==> src/rtl/swervolf_ram_init_pkg.sv <==
// Shared definitions for the RAM bring-up sequencer: state codes, fixed AXI
// field values and the address-derived fill pattern.
package swervolf_ram_init_pkg;

    typedef logic [2:0] state_t;

    localparam state_t ST_IDLE  = 3'd0;
    localparam state_t ST_WR_AW = 3'd1;
    localparam state_t ST_WR_W  = 3'd2;
    localparam state_t ST_WR_B  = 3'd3;
    localparam state_t ST_RD_AR = 3'd4;
    localparam state_t ST_RD_R  = 3'd5;
    localparam state_t ST_DONE  = 3'd6;
    localparam state_t ST_ERR   = 3'd7;

    localparam logic [1:0] BURST_INCR = 2'b01;
    localparam logic [2:0] SIZE_8B    = 3'b011;
    localparam logic [1:0] RESP_OKAY  = 2'b00;

    // Fill word for the 8-byte beat at byte address addr: inverted address
    // in the upper half so stuck or aliased address lines are caught.
    function automatic logic [63:0] init_pattern(input logic [31:0] addr);
        return {~addr, addr};
    endfunction

endpackage

==> src/rtl/swervolf_ram_init.sv <==
// RAM bring-up sequencer: owns the main-memory AXI port after reset, fills
// the memory with init_pattern() using INCR bursts, optionally reads it back
// and checks it, then reports done/error to the core.
module swervolf_ram_init
    import swervolf_ram_init_pkg::*;
#(
    parameter int ID_WIDTH  = 6,
    parameter int MEM_SIZE  = 32'h10000,
    parameter int BURST_LEN = 16,
    parameter int VERIFY    = 1
) (
    input  logic                clk,
    input  logic                rst,
    output logic [ID_WIDTH-1:0] o_ram_awid,
    output logic [31:0]         o_ram_awaddr,
    output logic [7:0]          o_ram_awlen,
    output logic [2:0]          o_ram_awsize,
    output logic [1:0]          o_ram_awburst,
    output logic                o_ram_awvalid,
    input  logic                i_ram_awready,
    output logic [63:0]         o_ram_wdata,
    output logic [7:0]          o_ram_wstrb,
    output logic                o_ram_wlast,
    output logic                o_ram_wvalid,
    input  logic                i_ram_wready,
    input  logic [ID_WIDTH-1:0] i_ram_bid,
    input  logic [1:0]          i_ram_bresp,
    input  logic                i_ram_bvalid,
    output logic                o_ram_bready,
    output logic [ID_WIDTH-1:0] o_ram_arid,
    output logic [31:0]         o_ram_araddr,
    output logic [7:0]          o_ram_arlen,
    output logic [2:0]          o_ram_arsize,
    output logic [1:0]          o_ram_arburst,
    output logic                o_ram_arvalid,
    input  logic                i_ram_arready,
    input  logic [ID_WIDTH-1:0] i_ram_rid,
    input  logic [63:0]         i_ram_rdata,
    input  logic [1:0]          i_ram_rresp,
    input  logic                i_ram_rlast,
    input  logic                i_ram_rvalid,
    output logic                o_ram_rready,
    output logic                o_ram_init_done,
    output logic                o_ram_init_error,
    output logic [31:0]         o_err_addr
);

    localparam logic [31:0] BURST_BYTES = 32'(BURST_LEN * 8);
    localparam logic [31:0] MEM_BYTES   = 32'(MEM_SIZE);
    localparam logic [7:0]  LAST_BEAT   = 8'(BURST_LEN - 1);

    state_t      state_q, state_d;
    logic [31:0] addr_q, addr_d;
    logic [7:0]  beat_q, beat_d;
    logic        awvalid_q, awvalid_d;
    logic        arvalid_q, arvalid_d;
    logic        rd_err_q, rd_err_d;
    logic [31:0] err_addr_q, err_addr_d;

    logic [31:0] beat_addr;
    logic        last_burst;
    logic        wr_resp_bad;
    logic        rd_last_exp;
    logic        rd_beat_bad;
    logic        rd_burst_end;

    // Byte address of the current beat within the open burst.
    assign beat_addr    = addr_q + {21'd0, beat_q, 3'd0};
    assign last_burst   = (addr_q + BURST_BYTES) == MEM_BYTES;
    assign wr_resp_bad  = (i_ram_bresp != RESP_OKAY) || (i_ram_bid != '0);
    assign rd_last_exp  = (beat_q == LAST_BEAT);
    assign rd_beat_bad  = (i_ram_rresp != RESP_OKAY) || (i_ram_rid != '0)
                       || (i_ram_rdata != init_pattern(beat_addr))
                       || (i_ram_rlast != rd_last_exp);
    // A premature rlast still closes the burst so the slave is never stalled.
    assign rd_burst_end = i_ram_rlast || rd_last_exp;

    // Next-state logic: one burst outstanding at a time, AW strictly before W.
    always_comb begin
        state_d    = state_q;
        addr_d     = addr_q;
        beat_d     = beat_q;
        awvalid_d  = awvalid_q;
        arvalid_d  = arvalid_q;
        rd_err_d   = rd_err_q;
        err_addr_d = err_addr_q;
        case (state_q)
            ST_IDLE: begin
                addr_d  = '0;
                beat_d  = '0;
                state_d = ST_WR_AW;
            end
            ST_WR_AW: begin
                if (awvalid_q && i_ram_awready) begin
                    awvalid_d = 1'b0;
                    beat_d    = '0;
                    state_d   = ST_WR_W;
                end else begin
                    awvalid_d = 1'b1;
                end
            end
            ST_WR_W: begin
                if (i_ram_wready) begin
                    beat_d = beat_q + 8'd1;
                    if (beat_q == LAST_BEAT) begin
                        state_d = ST_WR_B;
                    end
                end
            end
            ST_WR_B: begin
                if (i_ram_bvalid) begin
                    if (wr_resp_bad) begin
                        err_addr_d = addr_q;
                        state_d    = ST_ERR;
                    end else if (last_burst) begin
                        addr_d  = '0;
                        state_d = (VERIFY != 0) ? ST_RD_AR : ST_DONE;
                    end else begin
                        addr_d  = addr_q + BURST_BYTES;
                        state_d = ST_WR_AW;
                    end
                end
            end
            ST_RD_AR: begin
                if (arvalid_q && i_ram_arready) begin
                    arvalid_d = 1'b0;
                    beat_d    = '0;
                    rd_err_d  = 1'b0;
                    state_d   = ST_RD_R;
                end else begin
                    arvalid_d = 1'b1;
                end
            end
            ST_RD_R: begin
                if (i_ram_rvalid) begin
                    beat_d = beat_q + 8'd1;
                    if (rd_beat_bad && !rd_err_q) begin
                        rd_err_d   = 1'b1;
                        err_addr_d = beat_addr;
                    end
                    if (rd_burst_end) begin
                        if (rd_err_q || rd_beat_bad) begin
                            state_d = ST_ERR;
                        end else if (last_burst) begin
                            state_d = ST_DONE;
                        end else begin
                            addr_d  = addr_q + BURST_BYTES;
                            state_d = ST_RD_AR;
                        end
                    end
                end
            end
            ST_DONE, ST_ERR: begin
                state_d = state_q;
            end
            default: begin
                state_d = ST_IDLE;
            end
        endcase
    end

    // State and datapath registers with synchronous reset.
    always_ff @(posedge clk) begin
        if (rst) begin
            state_q    <= ST_IDLE;
            addr_q     <= '0;
            beat_q     <= '0;
            awvalid_q  <= 1'b0;
            arvalid_q  <= 1'b0;
            rd_err_q   <= 1'b0;
            err_addr_q <= '0;
        end else begin
            state_q    <= state_d;
            addr_q     <= addr_d;
            beat_q     <= beat_d;
            awvalid_q  <= awvalid_d;
            arvalid_q  <= arvalid_d;
            rd_err_q   <= rd_err_d;
            err_addr_q <= err_addr_d;
        end
    end

    assign o_ram_awid       = '0;
    assign o_ram_awaddr     = addr_q;
    assign o_ram_awlen      = LAST_BEAT;
    assign o_ram_awsize     = SIZE_8B;
    assign o_ram_awburst    = BURST_INCR;
    assign o_ram_awvalid    = awvalid_q;
    assign o_ram_wdata      = init_pattern(beat_addr);
    assign o_ram_wstrb      = 8'hFF;
    assign o_ram_wlast      = (beat_q == LAST_BEAT);
    assign o_ram_wvalid     = (state_q == ST_WR_W);
    assign o_ram_bready     = (state_q == ST_WR_B);
    assign o_ram_arid       = '0;
    assign o_ram_araddr     = addr_q;
    assign o_ram_arlen      = LAST_BEAT;
    assign o_ram_arsize     = SIZE_8B;
    assign o_ram_arburst    = BURST_INCR;
    assign o_ram_arvalid    = arvalid_q;
    assign o_ram_rready     = (state_q == ST_RD_R);
    assign o_ram_init_done  = (state_q == ST_DONE) || (state_q == ST_ERR);
    assign o_ram_init_error = (state_q == ST_ERR);
    assign o_err_addr       = err_addr_q;

endmodule

==> config.mk <==
export PLATFORM = sky130hd
export DESIGN_NAME = swervolf_ram_init
export DESIGN_NICKNAME = d
export VERILOG_FILES = /design/src/rtl/swervolf_ram_init_pkg.sv /design/src/rtl/swervolf_ram_init.sv
export SDC_FILE = /design/constraint.sdc
export NUM_CORES = 1
export LEC_CHECK = 0
export ABC_AREA = 1
export BUFFER_PORTS_ARGS = -buffer_cell sky130_fd_sc_hd__buf_2
export CAP_MARGIN = 20
export CORE_MARGIN = 3
export CORE_UTILIZATION = 53
export DETAILED_ROUTE_END_ITERATION = 8
export PLACE_DENSITY = 0.88
export SLEW_MARGIN = 5
export SYNTH_ARGS = -nofsm -noshare
export SYNTH_HDL_FRONTEND = slang
export SYNTH_SLANG_ARGS = --single-unit
==> constraint.sdc <==
create_clock -name clk -period 5 [get_ports clk]
set_clock_uncertainty 0.05 [all_clocks]
set_input_delay 0.25 -clock clk [delete_from_list [all_inputs] [get_ports clk]]
set_output_delay 0.25 -clock clk [all_outputs]
set_load 0.02 [all_outputs]
==> results of run 1 <==
[cell families after synthesis]
family,Yosys count,synth area share (%)
xor gates and xnor gates,26,3.33
DFF,68,19.9
and+or+nand+nor,674,43.4
buffers and inverters,299,22.7
AOI/OAI and AO/OA,116,9.32
other,2,0.110
adders and majority gates,7,1.28
[per-layer routing]
| metal | share of wire, % | vias to the layer above |
|---|---|---|
| li1 | - | 3934 |
| met1 | 41 | 3503 |
| met2 | 46 | 458 |
| met3 | 11 | 48 |
| met4 | 2.6 | 0 |
| met5 | 0 | - |
[sequential cells by signal (all words and copies together) (netlist names)]
| name | cells |
|---|---|
| beat_q | 8 |
| o_err_addr | 29 |
| o_ram_araddr | 25 |
| o_ram_arvalid | 1 |
| o_ram_awvalid | 1 |
| rd_err_q | 1 |
| state_q | 3 |
[area by class of cell]
cell class              count  area, um2
clock buffers              13        250
clock inverters             2       35.0
fillers                  1235       4490
inverters                 156        586
multi-input cells         892       4180
flip-flops and latches     68       1360
well taps                 168        210
repair buffers            236       1200
[layout by cell type, fill, tap and decap left out, drive strengths merged]
cell / count
xor2: 24
o21a: 1
nor4: 3
o211ai: 1
conb: 69
buf: 236
dfxtp: 68
and3: 2
a31oi: 1
nor2: 122
a211oi: 1
bufinv: 1
or2: 2
nand3: 95
nor3: 21
clkinv: 5
nor3b: 1
o21bai: 1
ha: 7
nand3b: 7
clkbuf: 13
nand2: 374
a21oi: 69
xnor2: 2
inv: 152
nand4: 47
o21ai: 42
[path summary, 6_finish.rpt]
path / start / endpoint / slack (ps) / cells after the start
setup / recovery: beat_q[0] / o_err_addr[24] / 800 / 22
hold / removal: i_ram_awready / o_ram_awvalid / 170 / 4
setup reg to reg: beat_q[0] / o_err_addr[24] / 800 / 22
hold reg to reg: o_err_addr[16] / o_err_addr[16] / 410 / 2
[power by group]
part | switching [uW] | internal [uW] | total [uW]
logic | 1170 | 568 | 1730
clock network | 232 | 396 | 628
registers | 189 | 625 | 813
total | 1590 | 1590 | 3180
[through the flow]
step	instance area, um2	power (uW)	cells
floorplan	7090	2140	1259
finish	7820	3180	1535
CTS	7810	3150	1534
global route	7820	3400	1535
detailed placement	7520	2520	1519
global placement	7520	2490	1519
[critical path: stages (launching register included)]
cell     delay [ps]
dfxtp_1         490
ha_1            220
inv_1            50
nor3_1          140
inv_1            70
nor2_1          180
inv_1            90
ha_1            290
nor2_1          100
nand4_1          90
nor2_1          140
nand3_1          90
nor3_1          330
nand3_1         110
nor2_1          170
nand2_1          70
nor2_1          110
nand3_1         100
nand2_1          80
nand2_2         310
nand2_2         530
nand2_1         130
a21oi_1         160
==> impl_metrics.ini, run 1 <==
[synth]
syn_inst = 1192
ys_types = 37
synth_top_area_share_pct = 19.9
synth.area.top_cells = dfxtp_1, nand2_1, buf_4
async_flop_share_pct = 0
synth-edff-count = 0
ys_seq_elements = 68
yosysTopAreaCell = dfxtp_1
synth_area_mm2 = 0.00683
seq_area_frac_synth_pct = 19.9
synthTopCellsByCount = nand2_1, inv_1, nor2_1
synth.avg_cell_area_um2 = 5.73
synth.most_common_cell = nand2_1
synth_flop_cell = dfxtp_1
yosysWarningCount = 0

[place]
place_ws_ps = 866
gp_congestion = 0.967
dpl.hpwl_mm = 17.5
io_buffers = 232

[global_route]
grt_pass1_vias = 6834
gr-total-overflow = 0
gr-usage-met1_pct = 40.0
busiest_layer = met2
grt.total_usage_pct = 29.7
grt_start_max_net_pins = 51
antenna_found_initial = 0
met2_usage_pct = 47.7
grt_first_pass_wirelength_mm = 34.7
grt_use_met3_pct = 6.55

[cts]
numCtsBuffers = 9
post_cts_buffers = 0
cts_tree = built
cts_sinks = 68
hold_buffers = 0
htree_levels = 3
cts-resized-gates = 0
clock-root-buffer = clkbuf_16
insertion_delay_ps = 340
clk_pin_slew_ps = 50
clk_path_buf_depth = 2

[final_layout]
drive_gt1_share_pct = 22.2
final_nets = 1458
area_growth_pct = 14.5
diodes = 0
final_util_pct = 63.5

[power_and_ir_drop]
powerDensity_mw_per_mm2 = 406
leakage_uw = 0.00421
ir_drop_mv = 0.267

[worst_setup_path]
worst_setup_path_start_kind = flop
endpoint_kind = flop
crit_path_max_fanout = 30
crit_type = reg2reg
worstPathRequired_ps = 5210
worstPathArrival_ps = 4420

[die]
initial_core_util_pct = 55.5
die-area_mm2 = 0.0143
core_mm2 = 0.0123
pin_count = 302
die_w_um = 120
die_h_um = 120
num_rows = 40

[timing]
finalCriticalPeriod_ps = 4200
worst_slack_ps = 796
slew_violations = 0
tightest_slew_ps = 804
rsz0062_at_grt = no
setup_tns_ps = 0
timing.fmax_mhz = 238
hold_viol_final = 0
period_share_pct = 84.1
hold_ws_ps = 166
finalSetupViolCount = 0
maxSlewHeadroom_pct = 46.4

[detailed_routing]
drt-total-wl_mm = 22.2
drcViolationCount = 0
drtIter0Drc = 877
dr.pass1.iters = 6
vias = 7943
wl_per_cell_um = 14.5
via_per_inst = 5.17
antenna_left = 0

[hold_path]
hold_class = in2reg

[run]
cap_viol_max_count = 0

[outcome]
outcome = complete, no violations
No activity file was read; power rests on OpenSTA's default activity.
==> run 2, diff against run 1 <==
CORE_UTILIZATION = 49   (was 53)
PLACE_DENSITY = 0.82   (was 0.88)
clock period = 4.3 ns   (was 5 ns; I/O delays follow)
==> run 2 against run 1 <==
  * Power up 21%
  * Global-route usage shrank 0.38 points
  * Sequential power increased by 16%
  * Clock power up 33%
  * Critical path depth unchanged
  * Non-clock buffer count is 7 higher
  * First-iteration DRC count rose by 12%
  * Sequential share of layout area fell by 0.37 points
  * Via count up 1.3%
  * Cell count up 1.2%
  * Wire length up 6.7%
==> impl_metrics.ini, run 2 (synthesis results as in run 1) <==
[detailed_routing]
antenna_left = 0
vias = 8048
dr.pass1.iters = 6
drt-total-wl_mm = 23.7
drtIter0Drc = 978
via_per_inst = 5.18
drcViolationCount = 0
wl_per_cell_um = 15.2

[place]
placed_cells = 1532
io_buffers = 232
gp_congestion = 0.939
dpl.hpwl_mm = 18.2
place_ws_ps = 364

[timing]
hold_viol_final = 0
finalCriticalPeriod_ps = 3860
slew_violations = 0
finalSetupViolCount = 0
worst_slack_ps = 435
maxSlewHeadroom_pct = 18.5
setup_tns_ps = 0
period_share_pct = 89.9
rsz0062_at_grt = no
timing.fmax_mhz = 259
tightest_slew_ps = 1220

[die]
initial_core_util_pct = 50.8
die-area_mm2 = 0.0154
num_rows = 42
die_h_um = 124
die_w_um = 124
core_mm2 = 0.0135
pin_count = 302

[final_layout]
layout_commonest_cell = nand2_1
drive_gt1_share_pct = 22.9
final_util_pct = 59.4
fin_cells = 1553
area_growth_pct = 16.9
filler_cell_count = 1353
diodes = 0
largest_register_ff_count = 29
final_nets = 1467
layout_common_cells = nand2_1, buf_2, inv_1, nor2_1, nand3_1

[cts]
htree_levels = 3
clk_pin_slew_ps = 50
clock-root-buffer = clkbuf_16
cts_tree = built
hold_buffers = 0
numCtsBuffers = 9
cts_sinks = 68
insertion_delay_ps = 350
clk_path_buf_depth = 2

[worst_setup_path]
worstPathArrival_ps = 4080
endpoint_kind = flop
crit_chain = ha_1 -> inv_1 -> nor3_1 -> inv_1 -> nor2_1 -> inv_1 -> ha_1 -> nor2_1 -> nand4_1 -> nor2_1 -> nand3_1 -> nor3_1 -> nand3_1 -> nor2_1 -> nand2_1 -> nor2_1 -> nand3_1 -> nand2_1 -> nand2_2 -> nand2_2 -> nand2_1 -> a21oi_2
r2r_slack_ps = 440
r2r-start = beat_q[0]
crit_type = reg2reg
critPathMostFrequentCell = nor2_1
worst-path-buf-inv = 3
slowest_delay_ps = 490
slowest_stage = dfxtp_1
worstSetupStartpoint = beat_q[0]
worst_setup_path_start_kind = flop
crit_family = simple AND/OR/NAND/NOR gates
crit_path_max_fanout = 29
worstPathRequired_ps = 4520

[hold_path]
hp-start = i_ram_awready
hold_class = in2reg

[outcome]
outcome = complete, no violations

[global_route]
grt_pass1_vias = 6841
grt_first_pass_wirelength_mm = 35.2
grt.total_usage_pct = 29.3
antenna_found_initial = 0
gr-total-overflow = 0
grt_start_max_net_pins = 51

[power_and_ir_drop]
leakage_uw = 0.00428
powerDensity_mw_per_mm2 = 482
ir_drop_mv = 0.324
p_total_uw = 3850

[run]
cap_viol_max_count = 0
-- run 2: cell types whose count changed in the layout (fill, tap and decap cells not counted), moves of 2 or more --
cell      delta
clkbuf_8     +2
buf_4        +6
clkbuf_1     -2
nand2_4      +2
buf_12       +2
-- run 2: where the power goes --
| group | internal [uW] | total [uW] | switching, uW |
|---|---|---|---|
| Sequential | 726 | 944 | 218 |
| Combinational | 670 | 2070 | 1400 |
| Clock | 555 | 837 | 282 |
-- run 2: path summary, 6_finish.rpt --
kind                          to  cells past startpoint
setup reg to reg  o_err_addr[27]                     22
hold reg to reg   o_err_addr[16]                      2
hold / removal     o_ram_awvalid                      4
setup / recovery  o_err_addr[27]                     22
-- run 2: worst min-delay path, stage by stage --
cell	delay (ps)
buf_2	80
a21oi_1	90
inv_1	50
a21oi_1	50
-- run 2: area by class of cell --
type	instances	area [um2]	area share [%]
Inverter	156	586	7.33
Timing Repair Buffer	243	1270	15.9
Sequential cell	68	1360	17.0
Tap cell	176	220	2.76
Clock inverter	3	67.6	0.846
Multi-Input combinational cell	894	4220	52.8
Clock buffer	13	270	3.38
-- run 2: metal layers --
metal / part of all wire [%] / track usage, %
met5: 0 / 0
met4: 2.8 / 11.4
met3: 11 / 4.36
met2: 46 / 46.0
met1: 41 / 40.5
-- run 2: what timing repair did --
item | in CTS | in global routing
buffers inserted | 0 | 3
gates resized for setup | 0 | 3
endpoints found under the setup margin | 0 | 10
-- run 2: stage by stage --
stage                     instance area [um2]  hold slack (ps)
final                                    7990              134
after global routing                     7990              160
after CTS                                7910              131
after detailed placement                 7570              405
after global placement                   7570              396
after floorplan                          7090              336
